## src/rtl/tmds_channel_encoder.sv

```systemverilog
// TMDS 8b/10b channel encoder with HDMI video preamble/guard-band insertion via a 10-deep lookahead.
// Fixed 12-cycle latency from data_i/ctrl_i/de_i to tmds_o/de_o; free-running, no backpressure.
module tmds_channel_encoder #(
   parameter int CHANNEL  = 0,
   parameter int GUARD_EN = 1
) (
   input  logic       clk_pix,
   input  logic       reset,
   input  logic [7:0] data_i,
   input  logic [1:0] ctrl_i,
   input  logic       de_i,
   output logic [9:0] tmds_o,
   output logic       de_o
);

   typedef enum logic [1:0] {
      CLS_CTRL  = 2'd0,
      CLS_PRE   = 2'd1,
      CLS_GUARD = 2'd2,
      CLS_VIDEO = 2'd3
   } cls_t;

   typedef struct packed {
      logic       de;
      logic [1:0] ctrl;
      logic [7:0] data;
   } smp_t;

   // Entry 10 is the sample being encoded; entries 9..0 are the lookahead at distance 1..10.
   localparam int DEPTH = 11;

   localparam logic [9:0] GUARD_SYM = (CHANNEL == 1) ? 10'b0100110011 : 10'b1011001100;
   localparam logic [9:0] CTRL00    = 10'b1101010100;

   function automatic logic [9:0] ctrl_sym(input logic [1:0] c);
      logic [9:0] s;
      case (c)
         2'b00:   s = 10'b1101010100;
         2'b01:   s = 10'b0010101011;
         2'b10:   s = 10'b0101010100;
         default: s = 10'b1010101011;
      endcase
      return s;
   endfunction

   smp_t r_dl [DEPTH];

   always_ff @(posedge clk_pix) begin
      if (reset) begin
         for (int i = 0; i < DEPTH; i++) r_dl[i] <= '0;
      end else begin
         r_dl[0] <= '{de: de_i, ctrl: ctrl_i, data: data_i};
         for (int i = 1; i < DEPTH; i++) r_dl[i] <= r_dl[i-1];
      end
   end

   smp_t       w_s;
   logic       w_near;
   logic       w_far;
   cls_t       w_cls;
   logic [1:0] w_ctrl;

   assign w_s = r_dl[DEPTH-1];

   always_comb begin
      w_near = r_dl[9].de | r_dl[8].de;
      w_far  = 1'b0;
      for (int i = 0; i < 8; i++) w_far = w_far | r_dl[i].de;
   end

   // Guard wins over preamble, which also covers blanking gaps shorter than the window.
   always_comb begin
      w_cls  = CLS_CTRL;
      w_ctrl = w_s.ctrl;
      if (w_s.de) begin
         w_cls = CLS_VIDEO;
      end else if (GUARD_EN != 0 && w_near) begin
         w_cls = CLS_GUARD;
      end else if (GUARD_EN != 0 && w_far) begin
         w_cls = CLS_PRE;
         if (CHANNEL == 1)      w_ctrl = 2'b01;
         else if (CHANNEL == 2) w_ctrl = 2'b00;
      end
   end

   logic [3:0] w_n1d;
   logic       w_xnor;
   logic [8:0] w_qm;
   logic [3:0] w_qm_n1;

   always_comb begin
      w_n1d = 4'd0;
      for (int i = 0; i < 8; i++) w_n1d = w_n1d + {3'b000, w_s.data[i]};
      w_xnor = (w_n1d > 4'd4) || ((w_n1d == 4'd4) && !w_s.data[0]);
      w_qm    = '0;
      w_qm[0] = w_s.data[0];
      for (int i = 1; i < 8; i++) begin
         w_qm[i] = w_xnor ? ~(w_qm[i-1] ^ w_s.data[i]) : (w_qm[i-1] ^ w_s.data[i]);
      end
      w_qm[8] = ~w_xnor;
      w_qm_n1 = 4'd0;
      for (int i = 0; i < 8; i++) w_qm_n1 = w_qm_n1 + {3'b000, w_qm[i]};
   end

   logic [8:0] r_qm;
   logic [3:0] r_n1;
   logic [3:0] r_n0;
   cls_t       r_cls;
   logic [1:0] r_ctrl;

   always_ff @(posedge clk_pix) begin
      if (reset) begin
         r_qm   <= '0;
         r_n1   <= '0;
         r_n0   <= '0;
         r_cls  <= CLS_CTRL;
         r_ctrl <= 2'b00;
      end else begin
         r_qm   <= w_qm;
         r_n1   <= w_qm_n1;
         r_n0   <= 4'd8 - w_qm_n1;
         r_cls  <= w_cls;
         r_ctrl <= w_ctrl;
      end
   end

   logic signed [4:0] r_cnt;
   logic signed [5:0] w_cnt_x;
   logic signed [5:0] w_bal;
   logic signed [5:0] w_cnt_nxt;
   logic [9:0]        w_vid;
   logic              w_pos;
   logic              w_neg;

   // w_bal is N1-N0 of q_m[7:0]; cnt is kept sign-extended while computing the update.
   always_comb begin
      w_cnt_x = {r_cnt[4], r_cnt};
      w_bal   = $signed({2'b00, r_n1}) - $signed({2'b00, r_n0});
      w_pos   = !r_cnt[4] && (r_cnt != 5'sd0) && (r_n1 > r_n0);
      w_neg   = r_cnt[4] && (r_n0 > r_n1);
      if ((r_cnt == 5'sd0) || (r_n1 == r_n0)) begin
         w_vid     = {~r_qm[8], r_qm[8], r_qm[8] ? r_qm[7:0] : ~r_qm[7:0]};
         w_cnt_nxt = r_qm[8] ? (w_cnt_x + w_bal) : (w_cnt_x - w_bal);
      end else if (w_pos || w_neg) begin
         w_vid     = {1'b1, r_qm[8], ~r_qm[7:0]};
         w_cnt_nxt = w_cnt_x + (r_qm[8] ? 6'sd2 : 6'sd0) - w_bal;
      end else begin
         w_vid     = {1'b0, r_qm[8], r_qm[7:0]};
         w_cnt_nxt = w_cnt_x - (r_qm[8] ? 6'sd0 : 6'sd2) + w_bal;
      end
   end

   logic [9:0] r_tmds;
   logic       r_de_o;

   always_ff @(posedge clk_pix) begin
      if (reset) begin
         r_tmds <= CTRL00;
         r_de_o <= 1'b0;
         r_cnt  <= 5'sd0;
      end else begin
         r_de_o <= (r_cls == CLS_VIDEO);
         case (r_cls)
            CLS_VIDEO: begin
               r_tmds <= w_vid;
               r_cnt  <= w_cnt_nxt[4:0];
            end
            CLS_GUARD: begin
               r_tmds <= GUARD_SYM;
               r_cnt  <= 5'sd0;
            end
            default: begin
               r_tmds <= ctrl_sym(r_ctrl);
               r_cnt  <= 5'sd0;
            end
         endcase
      end
   end

   assign tmds_o = r_tmds;
   assign de_o   = r_de_o;

endmodule

```

## config.mk

```make
export PLATFORM = sky130hd
export DESIGN_NAME = tmds_channel_encoder
export DESIGN_NICKNAME = d
export VERILOG_FILES = /design/src/rtl/tmds_channel_encoder.sv
export SDC_FILE = /design/constraint.sdc
export NUM_CORES = 1
export LEC_CHECK = 0
export BUFFER_PORTS_ARGS = -buffer_cell sky130_fd_sc_hd__buf_2
export CAP_MARGIN = 5
export CORE_ASPECT_RATIO = 1.1
export CORE_MARGIN = 3
export CORE_UTILIZATION = 30
export CTS_BUF_LIST = sky130_fd_sc_hd__clkbuf_4
export DETAILED_ROUTE_END_ITERATION = 10
export PLACE_DENSITY = 0.47
export SYNTH_ARGS = -nofsm -noshare
export SYNTH_HDL_FRONTEND = slang
export SYNTH_SLANG_ARGS = --single-unit
```

## constraint.sdc

```tcl
create_clock -name clk_pix -period 14.5 [get_ports clk_pix]
set_input_delay 2.9 -clock clk_pix [delete_from_list [all_inputs] [get_ports clk_pix]]
set_output_delay 2.9 -clock clk_pix [all_outputs]
set_load 0.005 [all_outputs]
```

Word-level counts from Yosys, hierarchy flattened
Memories as Yosys holds them, arrays and structs flattened.
Cells that the tools add are included.
Widths: inputs -> output; s select.
{"block": "totals", "romBits": 0, "word_cells": 124, "latchBits": 0, "output_inout_bits": 11, "input_bits": 13, "ramBits": 121, "ff_bits": 37, "mem_count": 1}
{"name": "r_dl", "words": 11, "word_bits": 11, "rd": 11, "rd_ports_with_merged_regs": 0, "wr": 11, "line": "46", "rtl": "smp_t r_dl [DEPTH];"}
{"block": "op_classes", "n_shift": 0, "div": 0, "n_mul": 0, "n_reduce_logical": 13, "eq_ne": 6, "n_lt_le_gt_ge": 3, "add_sub_neg": 22, "mux": 34, "bitwise": 37}
{"operator": "$mux 11", "count": 11}
{"operator": "$add 4x1->4", "count": 8}
{"operator": "$pmux 10 s3", "count": 1}
{"operator": "$mux 10", "count": 2}
{"operator": "$pmux 10 s2", "count": 1}
{"operator": "$or 1x1->1", "count": 19}
{"operator": "$mux 5", "count": 3}
{"operator": "$mux 1", "count": 11}
{"operator": "$add 5x5->5", "count": 2}
{"operator": "$not 1->1", "count": 10}
{"operator": "$sub 5x5->5", "count": 2}
{"operator": "$add 3x1->4", "count": 2}
{"operator": "$gt 4x4->1", "count": 2}
{"operator": "$mux 2", "count": 4}
{"operator": "$mux 8", "count": 1}
{"operator": "$not 8->8", "count": 1}
{"operator": "$xor 1x1->1", "count": 7}
{"operator": "$add 2x1->3", "count": 2}
{"operator": "$eq 2x2->1 const B", "count": 3}
{"operator": "$add 5x3->5", "count": 1}
{"operator": "$logic_not 5->1", "count": 1}
{"operator": "$reduce_bool 5->1", "count": 1}
{"operator": "$sub 4x4->5", "count": 1}
{"operator": "$sub 5x3->5", "count": 1}
{"operator": "11 further kinds", "count": 18}

Depth between registers and ports, before layout
An unclocked memory read counts as a cell.
{"block": "depth", "ltp_word": 32, "ltp_mapped": 21, "ltp_nobuf": 21}

Worst setup path before layout
No wires, ideal clock.
{"block": "synth_timing", "kind": "register to register", "from": "mem r_dl[0][110] (netlist name)", "to": "reg r_n0[1]", "period_less_slack_ns": 5.782, "path_buffers": 0, "required_time_ns": 14.372, "setup_ns": 0.128, "slack_ns": 8.718, "stages_incl_launch_ff": 20, "arrival_ns": 5.654, "path_cell_list": "dfxtp_1 > inv_1 > fa_1 > fa_1 > fa_1 > inv_1 > ha_1 > fa_1 > nor3b_1 > o21ai_0 > a21oi_2 > xnor2_1 > ha_1 > fa_1 > fa_1 > ha_1 > inv_1 > fa_1 > ha_1 > nor2b_1"}
{"item": "from (decl)", "line": "46"}
{"item": "to (signal assigned)", "line": "121", "rtl": "r_n0 <= 4'd8 - w_qm_n1;"}
{"item": "to (decl)", "line": "107", "rtl": "logic [3:0] r_n0;"}

==> summary.txt <==
status = finished, final reports clean
number of clock sinks = 156
peak supply drop = 0.0723 mV
fraction of layout cells with a size suffix above 1 = 0.118
cells along the critical path = inv_1 -> fa_1 -> fa_1 -> fa_1 -> inv_1 -> ha_1 -> fa_1 -> nor3b_1 -> o21ai_0 -> a21oi_2 -> xnor2_2 -> xnor2_1 -> fa_1 -> fa_1 -> ha_1 -> inv_1 -> fa_1 -> ha_1 -> xnor2_1 -> nor2_1
Cells after Synth = 522
vias in the first global route = 3188
delay-heaviest family, CP = adder cells
fin crit share = 0.427
RSZ-0062 raised after global routing = false
FF-to-FF path depth = 20
fmax = 161 MHz
critical path fanouts, max = 7
crit end category = flip-flop
CTS Root Cell = clkbuf_4
Placement Setup Slack = 8.26 ns
initial drt markers = 103
final setup margin = 8.30 ns
Final Skew = 0.0154 ns
Final Net Count = 602
CP arrival = 6.58 ns
vias per inst = 4.05
routed length per placed instance = 9.80 um
setup violators final = 0
Netlist cell types = 41
via count = 3243
diode count = 0
synth-to-layout area growth = 10.3%
Final Hold Vio Count = 0
post-route ant nets = 0
gr ovfl total = 0
area share of the largest cell type after synthesis = 0.547
clock insertion delay at the later pin of the skew report = 0.51 ns
Setup TNS = 0 ns
Period minus WS final = 6.20 ns
grt met1 use = 0.0952
WP data required = 14.88 ns
Slew HR = 0.495
Initial Utilization = 0.308
HPWL after DPL = 5280 um
worst path bufs/invs = 3
Post-CTS Setup Inserts = 0
gr usage total = 0.0847
clk slew on worst S/H paths = 0.13 ns
register bit total from synthesis = 156
WHS = 0.438 ns
CTS tree = done
syn_nets = 578
Hold Crit Depth = 1
die height = 151 um
# hold bufs at CTS = 0
core footprint = 18500 um2
ranking of synthesized cells by area = dfxtp_1 (55%), nor2b_1 (14%), ha_1 (6.8%), fa_1 (4.2%), xnor2_1 (2.6%)
TritonCTS buffer count = 17
worst min path class = reg -> reg
PwrDens = 107 nW/um2
drt pass-1 iters = 6
GRT Max-Usage Layer = met2
largest net degree at the start of global routing = 81
Leakage = 2.61 nW
met2 usage = 0.139
post_cts resized = 0
measured slew at the worst slew-check pin = 0.758 ns
top-count cell post-synth = dfxtp_1
number of synthesized flops with an enable pin = 0
first-pass GRT wire length = 13900 um
warnings from Yosys = 0
# rows = 52
Setup crit start kind = flip-flop
area leader, netlist = dfxtp_1
Max Slew Vio Count = 0
Setup CP Type = reg -> reg
Ports = 24
DIE WIDTH = 138 um
Avg Cell Area, Syn = 10.9 um2
Cell Area, Synth = 5710 um2
share of synthesized registers carrying an async set or reset = 0
register area share after synthesis = 0.547
Critical Path Stages = 20
CP max-delay cell = fa_1
RePlAce Congestion = 0.826
DRT Wirelength = 7840 um
most frequent CP cell = fa_1
crit-path max cell delay = 0.56 ns
CTS Buffer Depth = 2
GRT met3 Usage = 0.0354
dominant synthesized flop cell = dfxtp_1
Die Area = 20700 um2
H-tree lvl count = 4
fin util = 0.340
max cap viols = 0
initial antenna violation count = 0
buffers added on ports = 23
DR DRC count = 0
most instantiated cells after synthesis = dfxtp_1 (156), nor2b_1 (132), inv_1 (37)
-- report_power, final --
| group | internal [W] | switching, W |
|---|---|---|
| clock network | 0.0000697 | 0.000148 |
| logic | 0.00000987 | 0.0000143 |
| registers | 0.000434 | 0.00000162 |
-- worst paths after layout --
path,slack (ns),endpoint,start
min reg2reg,0.44,r_dl[0][91],r_dl[0][80]
max,8.30,r_n0[2],r_dl[0][110]
max reg2reg,8.30,r_n0[2],r_dl[0][110]
min,0.44,r_dl[0][91],r_dl[0][80]
-- cells in the final DEF, fill, tap and decap left out, drive strengths merged, types with 10 or more instances in the layout --
cell / count
buf: 24
dfxtp: 156
fa: 12
ha: 31
xnor2: 20
nor2b: 132
o21ai: 10
nand2: 11
nor2: 21
inv: 40
a21oi: 10
clkbuf: 18
-- metal layers --
metal | routed length, um | part of all wire | vias up
li1 | - | - | 1705
met1 | 3550 | 0.45 | 1474
met2 | 3710 | 0.47 | 48
met3 | 384 | 0.049 | 16
met4 | 206 | 0.026 | 0
met5 | 0 | 0 | -
-- worst reg2reg max path: stages (launching register included) --
cell and delay, ns:
dfxtp_1 0.43, inv_1 0.11, fa_1 0.56, fa_1 0.42, fa_1 0.49, inv_1 0.05, ha_1 0.20, fa_1 0.44
nor3b_1 0.28, o21ai_0 0.14, a21oi_2 0.37, xnor2_2 0.14, xnor2_1 0.28, fa_1 0.49, fa_1 0.52, ha_1 0.17
inv_1 0.05, fa_1 0.48, ha_1 0.23, xnor2_1 0.15, nor2_1 0.05
-- kinds of logic after synthesis --
group           share of synthesized area
simple gates                        0.196
flops                               0.547
fa+ha+maj                           0.110
xor+xnor                           0.0545
buf+inv                            0.0368
mux                               0.00175
compound gates                     0.0541
-- cell type report --
| type | instances | area [um2] |
|---|---|---|
| inverter | 37 | 139 |
| clock buffer | 18 | 135 |
| fill | 1921 | 12200 |
| timing repair buffer | 24 | 125 |
| multi-input combinational | 310 | 2380 |
| tap | 243 | 304 |
| sequential | 156 | 3120 |
| clock inverter | 12 | 93.8 |
-- stage by stage --
step	power (W)	cell area (um2)	cells
floorplan	0.000464	5710	522
finish	0.000677	6300	800
global route	0.000714	6300	800
global placement	0.000469	6070	770
detailed placement	0.000470	6070	770
CTS	0.000693	6300	800
-- state kept, by name, indices dropped and copies added (netlist names), named ones only --
name,cells
r_dl,121
tmds_o,10
r_qm,9
r_cnt,4
r_n0,3
r_n1,3
r_cls,2
r_ctrl,2
de_o,1
Note: power is estimated with default switching activity, not from simulation.
